--- src/rtl/elastic_pipe_buf.sv ---
// Elastic valid/ready buffer: DEPTH-entry circular store with registered-only in_ready,
// synchronous flush and an occupancy output.
module elastic_pipe_buf #(
  parameter int unsigned DATA_WIDTH = 32,
  parameter int unsigned DEPTH      = 2,
  parameter int unsigned CNT_W      = $clog2(DEPTH + 1)
) (
  input  logic                  clk,
  input  logic                  rst_n,
  input  logic                  flush,
  input  logic                  in_valid,
  output logic                  in_ready,
  input  logic [DATA_WIDTH-1:0] in_data,
  output logic                  out_valid,
  input  logic                  out_ready,
  output logic [DATA_WIDTH-1:0] out_data,
  output logic [CNT_W-1:0]      count
);

  localparam int unsigned PtrW = (DEPTH > 1) ? $clog2(DEPTH) : 1;

  logic [DATA_WIDTH-1:0] mem_q [DEPTH];
  logic [PtrW-1:0]       wr_ptr_q, wr_ptr_d;
  logic [PtrW-1:0]       rd_ptr_q, rd_ptr_d;
  logic [CNT_W-1:0]      cnt_q, cnt_d;
  logic                  push, pop;

  // Explicit wrap so non-power-of-two depths work.
  function automatic logic [PtrW-1:0] ptr_inc(input logic [PtrW-1:0] p);
    return (p == PtrW'(DEPTH - 1)) ? '0 : p + PtrW'(1);
  endfunction

  assign in_ready  = rst_n && (cnt_q != CNT_W'(DEPTH));
  assign out_valid = (cnt_q != '0);
  assign out_data  = mem_q[rd_ptr_q];
  assign count     = cnt_q;

  assign push = in_valid && in_ready;
  assign pop  = out_valid && out_ready;

  always_comb begin
    wr_ptr_d = wr_ptr_q;
    rd_ptr_d = rd_ptr_q;
    cnt_d    = cnt_q;
    if (flush) begin
      wr_ptr_d = '0;
      rd_ptr_d = '0;
      cnt_d    = '0;
    end else begin
      if (push) wr_ptr_d = ptr_inc(wr_ptr_q);
      if (pop)  rd_ptr_d = ptr_inc(rd_ptr_q);
      if (push && !pop) begin
        cnt_d = cnt_q + CNT_W'(1);
      end else if (pop && !push) begin
        cnt_d = cnt_q - CNT_W'(1);
      end
    end
  end

  always_ff @(posedge clk or negedge rst_n) begin
    if (!rst_n) begin
      wr_ptr_q <= '0;
      rd_ptr_q <= '0;
      cnt_q    <= '0;
    end else begin
      wr_ptr_q <= wr_ptr_d;
      rd_ptr_q <= rd_ptr_d;
      cnt_q    <= cnt_d;
    end
  end

  // Storage needs no reset; a flushed push is dropped.
  always_ff @(posedge clk) begin
    if (push && !flush) begin
      mem_q[wr_ptr_q] <= in_data;
    end
  end

endmodule
--- config.mk ---
export PLATFORM = sky130hd
export DESIGN_NAME = elastic_pipe_buf
export DESIGN_NICKNAME = d
export VERILOG_FILES = /design/src/rtl/elastic_pipe_buf.sv
export SDC_FILE = /design/constraint.sdc
export NUM_CORES = 1
export LEC_CHECK = 0
export BUFFER_PORTS_ARGS = -buffer_cell sky130_fd_sc_hd__buf_4
export CORE_MARGIN = 3
export CORE_UTILIZATION = 35
export CTS_CLUSTER_DIAMETER = 100
export DETAILED_ROUTE_END_ITERATION = 8
export GPL_TIMING_DRIVEN = 0
export PLACE_DENSITY_LB_ADDON = 0.2
export SLEW_MARGIN = 20
export SYNTH_ARGS = -nofsm -noshare
export SYNTH_HDL_FRONTEND = slang
export SYNTH_SLANG_ARGS = --single-unit
--- constraint.sdc ---
create_clock -name clk -period 7.65 [get_ports clk]
set_clock_uncertainty 0.15 [all_clocks]
set_input_delay 0 -clock clk [delete_from_list [all_inputs] [get_ports clk]]
set_output_delay 0 -clock clk [all_outputs]
set_load 0.005 [all_outputs]
## Yosys cells after proc, flatten, opt, wreduce, memory -nomap -nowiden

Memories as Yosys holds them, arrays and structs flattened.
Cells that the tools add are included.
W data, S select, Z words.

| cells by class | value |
|---|---|
| multiply operators | 0 |
| bitwise operators | 0 |
| div/mod/pow operators | 0 |
| $lt $le $gt $ge | 0 |
| muxes and demuxes | 11 |
| add/subtract/negate cells | 4 |
| reduce and logical (&&, ||, !) cells | 13 |
| shifts and indexed selects | 0 |
| equal/unequal tests | 1 |

Operators by type and width:

| kind | number |
|---|---|
| $mux W1 | 8 |
| $logic_and A1 B1 Y1 | 6 |
| $mux W2 | 3 |
| $reduce_bool A2 Y1 | 3 |
| $logic_not A1 Y1 | 3 |
| $reduce_bool A3 Y1 | 1 |
| $add A1 B1 Y1 const B | 2 |
| $add A2 B1 Y2 const B | 1 |
| $ne A2 B2 Y1 const B | 1 |
| $sub A2 B1 Y2 const B | 1 |

| storage, ports and cells | value |
|---|---|
| bits in read-only memories | 0 |
| memories | 1 |
| output and inout bits | 36 |
| memory bits (writable) | 64 |
| bits in latches | 0 |
| flip-flop bits (word level) | 4 |
| word-level logic and storage cells | 33 |
| bits of input ports | 37 |

Memories:

| name | depth | bits a word | read ports | clocked after Yosys merged registers in | write ports | line | text |
|---|---|---|---|---|---|---|---|
| mem_q | 2 | 32 | 1 | 0 | 1 | 22 | `logic [DATA_WIDTH-1:0] mem_q [DEPTH];` |

## Longest topological paths before layout

Gate-level depths: netlist of run 1.

| depth | value |
|---|---|
| word-level depth | 8 |
| gate-level depth with buffers | 4 |
| mapped depth without buffers | 3 |

## Worst setup path after synthesis of run 1

Ideal clock, no wire load.

| timing path | value |
|---|---|
| path type | reg-to-reg |
| from | reg cnt_q[1] (netlist: count[1]) |
| to | mem mem_q[0][0], enable pin |
| period minus slack after synthesis | 2.742 ns |
| path slack | 4.908 ns |
| arrival time | 2.171 ns |
| cell stages (with the launch flop) | 4 |
| library setup time | 0.421 ns |
| path buffers | 0 |
| cell sequence | dfrtp_1 -> nor2b_2 -> nand4bb_1 -> nor2_1 |

| between the ends | value |
|---|---|
| word-level cells in the longest chain between the ends | 6 |

Ends and longest elaborated chain:

| item | line | text |
|---|---|---|
| start: declaration | 25 | `logic [CNT_W-1:0] cnt_q, cnt_d;` |
| start signal: assignment | 68 | `cnt_q <= cnt_d;` |
| $ne A2 B2 Y1 | 33 | `assign in_ready = rst_n && (cnt_q != CNT_W'(DEPTH));` |
| $logic_and A1 B1 Y1 | 33 |  |
| $logic_and A1 B1 Y1 | 38 | `assign push = in_valid && in_ready;` |
| $logic_and A1 B1 Y1 | 74 | `if (push && !flush) begin` |
| $mux W1 | 74 |  |
| $mux W1 (not written as such) | 75 | `mem_q[wr_ptr_q] <= in_data;` |
| end: declaration | 22 |  |

Every way passes these cells.

## Worst setup path after layout of run 1

| timing path | value |
|---|---|
| from | reg cnt_q[1] (netlist: count[1]) |
| to | mem mem_q[1][26], enable pin |

Same word-level chain as after synthesis.

==> results.sh, run 1 <==
export IMPL_synth_distinct_cells=23
export IMPL_cp_arrival_ns=1.96
export IMPL_cts_sinks=68
export IMPL_r2r_start="count[1]"
export IMPL_holdPathStages=2
export IMPL_synth_flop_cell="edfxtp_1"
export IMPL_grt_pass1_wl_um=8286
export IMPL_fin_area_um2=3836
export IMPL_synth_fa_ha_area_frac=0
export IMPL_die_area_um2=8358
export IMPL_r2r_slack_ns=5.56
export IMPL_cp_end_kind="flip-flop"
export IMPL_wl_um=5113
export IMPL_antenna_cells=0
export IMPL_power_leakage_nw=1.441
export IMPL_critical_path_top_delay_family="simple AND/OR/NAND/NOR gates"
export IMPL_cts_resized=0
export IMPL_grt_pass1_vias=1744
export IMPL_seq_area_frac_synth=0.7918
export IMPL_p_per_area_nw_per_um2=200.0
export IMPL_antenna_found_initial=0
export IMPL_fmax_mhz=479.4
export IMPL_startpoint="count[1]"
export IMPL_htree_levels=3
export IMPL_fin_util=0.5524
export IMPL_tritoncts="yes"
export IMPL_final_hold_violation_count=0
export IMPL_gp_congestion=0.6922
export IMPL_area_growth_pct=50.22
export IMPL_place_inst=296
export IMPL_synth_nets=163
export IMPL_synth_enable_flop_cells=64
export IMPL_synth_simple_area_share=0.03038
export IMPL_critical_path_max_fanout=23
export IMPL_synth_compound_area_frac=0.02401
export IMPL_min_to="mem_q[0][14]"
export IMPL_viasPerCell=4.534
export IMPL_root_buffer="clkbuf_8"
export IMPL_remaining_drc_errors=0
export IMPL_start_kind="flip-flop"
export IMPL_drive_gt1_frac=0.4365
export IMPL_max_cap_violations=0
export IMPL_ys_warn_count=0
export IMPL_start_util=0.3677
export IMPL_grt_max_degree=24
export IMPL_yosysTopAreaCellShare=0.7526
export IMPL_grt_usage=0.1277
export IMPL_setup_tns_ns=0
export IMPL_post_dp_cell_area_um2=3284
export IMPL_max_stage_delay_ns=0.44
export IMPL_setup_viol=0
export IMPL_drt_iter0_drc=60
export IMPL_path_clk_slew_ns=0.07
export IMPL_whs_ns=0.2494
export IMPL_synth_async_reset_ratio=0.05882
export IMPL_die_h_um=91.42
export IMPL_first_pass_iters=4
export IMPL_cp_cell_sequence="nor2b_2 -> nand4bb_1 -> nor2_4 -> buf_16"
export IMPL_via_count=1578
export IMPL_nFillCells=563
export IMPL_drv_slew=0
export IMPL_avgSynthCellArea_um2=20.27
export IMPL_ys_top_cells_by_count="edfxtp_1, mux2_1, mux2_2"
export IMPL_final_cells=348
export IMPL_pin_count=73
export IMPL_max_slew_margin=0.7388
export IMPL_critPathKind="reg -> reg"
export IMPL_clk_latency_ns=0.32
export IMPL_final_period_utilization=0.2727
export IMPL_synth_mux_area_frac=0.1411
export IMPL_synth_area_um2=2554
export IMPL_rr_worst_depth=4
export IMPL_netlist_instances=126
export IMPL_io_buffers=72
export IMPL_hp_class="in -> reg"
export IMPL_post_synth_top_area_cell="edfxtp_1"
export IMPL_drtAntennaViolNets=0
export IMPL_min_period_ns=2.086
export IMPL_crit_slowest_cell="dfrtp_1"
export IMPL_reg2reg_to="mem_q[1][26]"
export IMPL_final_nets=285
export IMPL_crit_required_ns=7.53
export IMPL_synth_top_family_by_area="multiplexers"
export IMPL_irDropWorstVdd_v=0.0001349
export IMPL_row_count=30
export IMPL_synthXorXnorAreaFrac=0.003430
export IMPL_dp_hpwl_um=3324
export IMPL_rsz0062_at_grt="no"
export IMPL_wire_per_inst_um=14.69
export IMPL_tightest_slew_ns=0.3908
export IMPL_critPathBufInv=1
export IMPL_ctsLongestPathBuffers=2
export IMPL_numCtsBuffers=9
export IMPL_synth_area_leaders="edfxtp_1, mux2_1, mux2_2, dfrtp_1, buf_2"
export IMPL_hp_start="in_data[14]"
export IMPL_die_w_um=91.42
export IMPL_outcome="complete, no violations"
export IMPL_coreArea_um2=6944
export IMPL_grt_overflow=0
export IMPL_ys_ff_latch=68
export IMPL_synth_most_common_cell="edfxtp_1"
[report_power, final]
| group | switching [W] | internal [W] | total [W] |
|---|---|---|---|
| sequential | 0.00000268 | 0.000416 | 0.000419 |
| combinational | 0.0000295 | 0.0000503 | 0.0000798 |
| clock | 0.000122 | 0.000147 | 0.000269 |
[flip-flops by register name (all words and copies together), names as in the netlist]
signal / cells
rd_ptr_q: 1
mem_q: 64
wr_ptr_q: 1
count: 2
[per-stage QoR]
| step | setup WS, ns | power (W) |
|---|---|---|
| final | 5.564 | 0.0007673 |
| after global routing | 5.474 | 0.0008002 |
| after CTS | 5.541 | 0.0007786 |
| after detailed placement | 5.552 | 0.0004917 |
| after global placement | 4.154 | 0.0004868 |
| after floorplan | 4.908 | 0.0004496 |
[cell usage in the layout (no fill, tap or decap), types with 2 or more instances in the layout]
cell | Yosys | layout
a21oi_1 | 2 | 2
buf_16 | 0 | 2
buf_2 | 4 | 4
buf_4 | 0 | 72
clkbuf_8 | 0 | 9
clkinvlp_4 | 0 | 2
dfrtp_1 | 4 | 4
dlygate4sd3_1 | 0 | 37
edfxtp_1 | 64 | 64
mux2_1 | 18 | 18
mux2_2 | 14 | 14
nor2_4 | 0 | 2
o21ai_0 | 2 | 2
[per-layer routing]
| metal | up-vias | wire length (um) | track usage |
|---|---|---|---|
| met3 | 4 | 243 | 0.03480 |
| li1 | 739 | - | - |
| met4 | 0 | 38 | 0.05276 |
| met2 | 51 | 2847 | 0.2355 |
| met5 | - | 0 | 0 |
| met1 | 784 | 1983 | 0.1355 |
[area by class of cell]
| cell class | instances | area, um2 | share of cell area |
|---|---|---|---|
| clock buffers | 10 | 127.6 | 0.03327 |
| clock inverters | 5 | 53.80 | 0.01402 |
| plain buffers | 4 | 20.02 | 0.005219 |
| flip-flops and latches | 68 | 2022 | 0.5271 |
| well taps | 96 | 120.1 | 0.03131 |
| repair buffers | 111 | 965.9 | 0.2518 |
| multi-input cells | 53 | 523.0 | 0.1363 |
| inverters | 1 | 3.754 | 0.0009785 |
[timing repair]
item,4_1_cts,5_1_grt
buffers inserted,0,0
hold buffers,37,0
endpoints found under the hold margin,72,0
[worst max-delay path by stage]
stage / end / slack (ns) / depth (start not counted)
after floorplan: mem_q[0][0] / 4.91 / 3
after global placement: mem_q[0][31] / 4.15 / 3
after detailed placement: mem_q[1][31] / 5.55 / 4
after CTS: mem_q[1][20] / 5.54 / 4
after global routing: mem_q[1][20] / 5.47 / 4
final: mem_q[1][26] / 5.56 / 4
[cell families after synthesis]
logic type      count (synthesis)
buf+inv                         5
flops                          68
simple gates                   12
mux                            32
compound gates                  8
xor+xnor                        1
No activity file was read; power rests on OpenSTA's default activity.
==> inputs of run 2 (changes only) <==
--- a/config.mk
+++ b/config.mk
@@ -5,6 +5,7 @@
 export SDC_FILE = /design/constraint.sdc
 export NUM_CORES = 1
 export LEC_CHECK = 0
+export ABC_AREA = 1
 export BUFFER_PORTS_ARGS = -buffer_cell sky130_fd_sc_hd__buf_4
 export CORE_MARGIN = 3
 export CORE_UTILIZATION = 35
==> constraint.sdc (replaced) <==
create_clock -name clk -period 1.8 [get_ports clk]
set_clock_uncertainty 0.15 [all_clocks]
set_input_delay 0 -clock clk [delete_from_list [all_inputs] [get_ports clk]]
set_output_delay 0 -clock clk [all_outputs]
set_load 0.005 [all_outputs]
==> run 2 against run 1 <==
Against the previous run: worst hold slack lost 0.016 ns; synthesized cell count grew 62%; sequential share of layout area shrank 1.6 points; sequential power grew to 4.5 times the previous value; non-clock buffer count grew 6; clock-buffer cell count shrank 1; utilization grew 1.4 points.
==> results.sh, run 2 <==
export IMPL_setup_viol=0
export IMPL_ys_ff_latch=68
export IMPL_netlist_instances=204
export IMPL_avgSynthCellArea_um2=12.68
export IMPL_ys_warn_count=0
export IMPL_post_synth_top_area_cell="edfxtp_1"
export IMPL_grt_pass1_wl_um=8707
export IMPL_cp_arrival_ns=1.59
export IMPL_final_period_utilization=0.9362
export IMPL_multi_input_area_um2=550.5
export IMPL_synth_async_reset_ratio=0.05882
export IMPL_final_hold_violation_count=0
export IMPL_nFillCells=597
export IMPL_rr_worst_depth=7
export IMPL_numCtsBuffers=9
export IMPL_seq_area_frac_synth=0.7818
export IMPL_r2r_slack_ns=0.11
export IMPL_ys_top_cells_by_count="nand2_1, edfxtp_1, inv_1"
export IMPL_grt_pass1_vias=1779
export IMPL_final_nets=368
export IMPL_fmax_mhz=593.4
export IMPL_hp_start="in_data[24]"
export IMPL_yosysTopAreaCellShare=0.7431
export IMPL_min_to="mem_q[0][24]"
export IMPL_first_pass_iters=4
export IMPL_die_w_um=91.96
export IMPL_die_h_um=91.96
export IMPL_top_layer="met4"
export IMPL_gp_congestion=0.6544
export IMPL_dp_hpwl_um=3198
export IMPL_largest_reg_flops=64
export IMPL_drt_iter0_drc=65
export IMPL_ctsLongestPathBuffers=2
export IMPL_synth_flop_cell="edfxtp_1"
export IMPL_tightest_slew_ns=0.2748
export IMPL_fin_area_um2=3954
export IMPL_row_count=30
export IMPL_synth_most_common_cell="nand2_1"
export IMPL_die_area_um2=8457
export IMPL_drv_slew=0
export IMPL_grt_overflow=0
export IMPL_path_clk_slew_ns=0.08
export IMPL_final_cell_mix="nand2_1, buf_4, edfxtp_1"
export IMPL_max_flop_register="mem_q"
export IMPL_setup_tns_ns=0
export IMPL_crit_required_ns=1.70
export IMPL_synth_enable_flop_cells=64
export IMPL_r2r_start="count[0]"
export IMPL_dr_wl_met2_um=2891
export IMPL_wire_per_inst_um=12.66
export IMPL_register_area_um2=2022
export IMPL_p_per_area_nw_per_um2=1037
export IMPL_final_common_cell="nand2_1"
export IMPL_start_util=0.3704
export IMPL_io_buffers=72
export IMPL_cts_sinks=68
export IMPL_clk_latency_ns=0.33
export IMPL_max_slew_margin=0.8163
export IMPL_hp_class="in -> reg"
export IMPL_min_period_ns=1.685
export IMPL_power_leakage_nw=1.672
export IMPL_remaining_drc_errors=0
export IMPL_critical_path_max_fanout=5
export IMPL_antenna_found_initial=0
export IMPL_max_cap_violations=0
export IMPL_reg2reg_to="mem_q[0][20]"
export IMPL_post_dp_cell_area_um2=3264
export IMPL_synth_distinct_cells=18
export IMPL_outcome="complete, no violations"
export IMPL_antenna_cells=0
export IMPL_synth_area_leaders="edfxtp_1, nand2_1, dfrtp_1, buf_2, inv_1"
export IMPL_area_growth_pct=52.88
export IMPL_tritoncts="yes"
export IMPL_via_count=1808
export IMPL_critPathKind="reg -> reg"
export IMPL_synth_nets=241
export IMPL_cp_end_kind="flip-flop"
export IMPL_viasPerCell=4.185
export IMPL_drtAntennaViolNets=0
export IMPL_pin_count=73
export IMPL_holdPathStages=2
export IMPL_wl_met1_um=2235
export IMPL_grt_usage=0.1380
export IMPL_synth_area_um2=2586
export IMPL_irDropWorstVdd_v=0.0005430
export IMPL_rsz0062_at_grt="no"
export IMPL_wl_um=5469
export IMPL_drive_gt1_frac=0.3393
export IMPL_htree_levels=3
export IMPL_grt_max_degree=17
export IMPL_coreArea_um2=6982
export IMPL_wl_met3_um=241
export IMPL_start_kind="flip-flop"
export IMPL_root_buffer="clkbuf_8"
## run 2: cell count changes in the layout (fill, tap and decap cells not counted), sizes merged, moves of 2 or more
| cell | change |
|---|---|
| nand2 | +108 |
| mux2 | -32 |
| inv | +6 |
| nor2 | +6 |
| clkbuf | +4 |
| nor2b | -2 |
## run 2: logic make-up (layout without fill, tap and decap cells)
group                  after synthesis  count (layout)  synth area share
flip-flops                          68              68            0.7818
AO/OA/AOI/OAI                        5               5           0.01112
XOR/XNOR                             1               1          0.003387
AND/OR/NAND/NOR                    117             119            0.1829
buffers and inverters               13             143           0.02080
## run 2: area by class of cell
cell class                      count  share of cell area
Clock inverter                      7             0.01930
Tap cell                           96             0.03038
Sequential cell                    68              0.5114
Timing Repair Buffer              114              0.2525
Multi-Input combinational cell    125              0.1392
Clock buffer                        9             0.03133
Buffer                              7             0.01013
Inverter                            6            0.005696
## run 2: worst max path at each step
| stage | from | end | cells past startpoint |
|---|---|---|---|
| detailed placement | count[0] | mem_q[0][2] | 6 |
| global route | rd_ptr_q | out_data[16] | 6 |
| global placement | count[0] | mem_q[0][17] | 6 |
| CTS | rd_ptr_q | out_data[30] | 5 |
| finish | count[0] | mem_q[0][20] | 7 |
| floorplan | count[0] | mem_q[0][0] | 6 |
## run 2: timing repair
item / CTS / global route
resized for setup: 2 / 8
hold buffers: 37 / 0
setup endpoints to repair: 64 / 41
pin swaps: 3 / 2
setup buffers: 3 / 2
endpoints found under the hold margin: 72 / 0
gates cloned: 2 / 0
## run 2: worst max-delay path, cell delays in order (launching register included)
cell     delay [ns]
dfrtp_1        0.46
inv_2          0.07
nand2_2        0.08
nand3_4        0.13
inv_2          0.09
nand2_2        0.10
nor2_4         0.17
buf_4          0.16
## run 2: per-layer routing
metal	global-route usage	vias up
li1	-	935
met1	0.1564	809
met2	0.2427	55
met3	0.03363	9
met4	0.06683	0
met5	0	-
## run 2: power by group
part | switching, W | internal [W]
combinational | 0.000489 | 0.000504
clock | 0.000588 | 0.000646
sequential | 0.0000540 | 0.00182
total | 0.00113 | 0.00297
## run 2: through the flow
stage	std cells	power (W)	hold WS, ns	utilization	setup slack [ns]
6_report	432	0.004098	0.2335	0.5663	0.1148
5_1_grt	432	0.004359	0.2220	0.5663	0.007606
4_1_cts	430	0.004143	0.2181	0.5593	0.06267
3_5_place_dp	372	0.002806	-0.3359	0.4676	-0.3978
3_3_place_gp	372	0.002791	-0.3353	0.4676	-0.3799
2_1_floorplan	204	0.002323	-0.4456	-	-0.04131
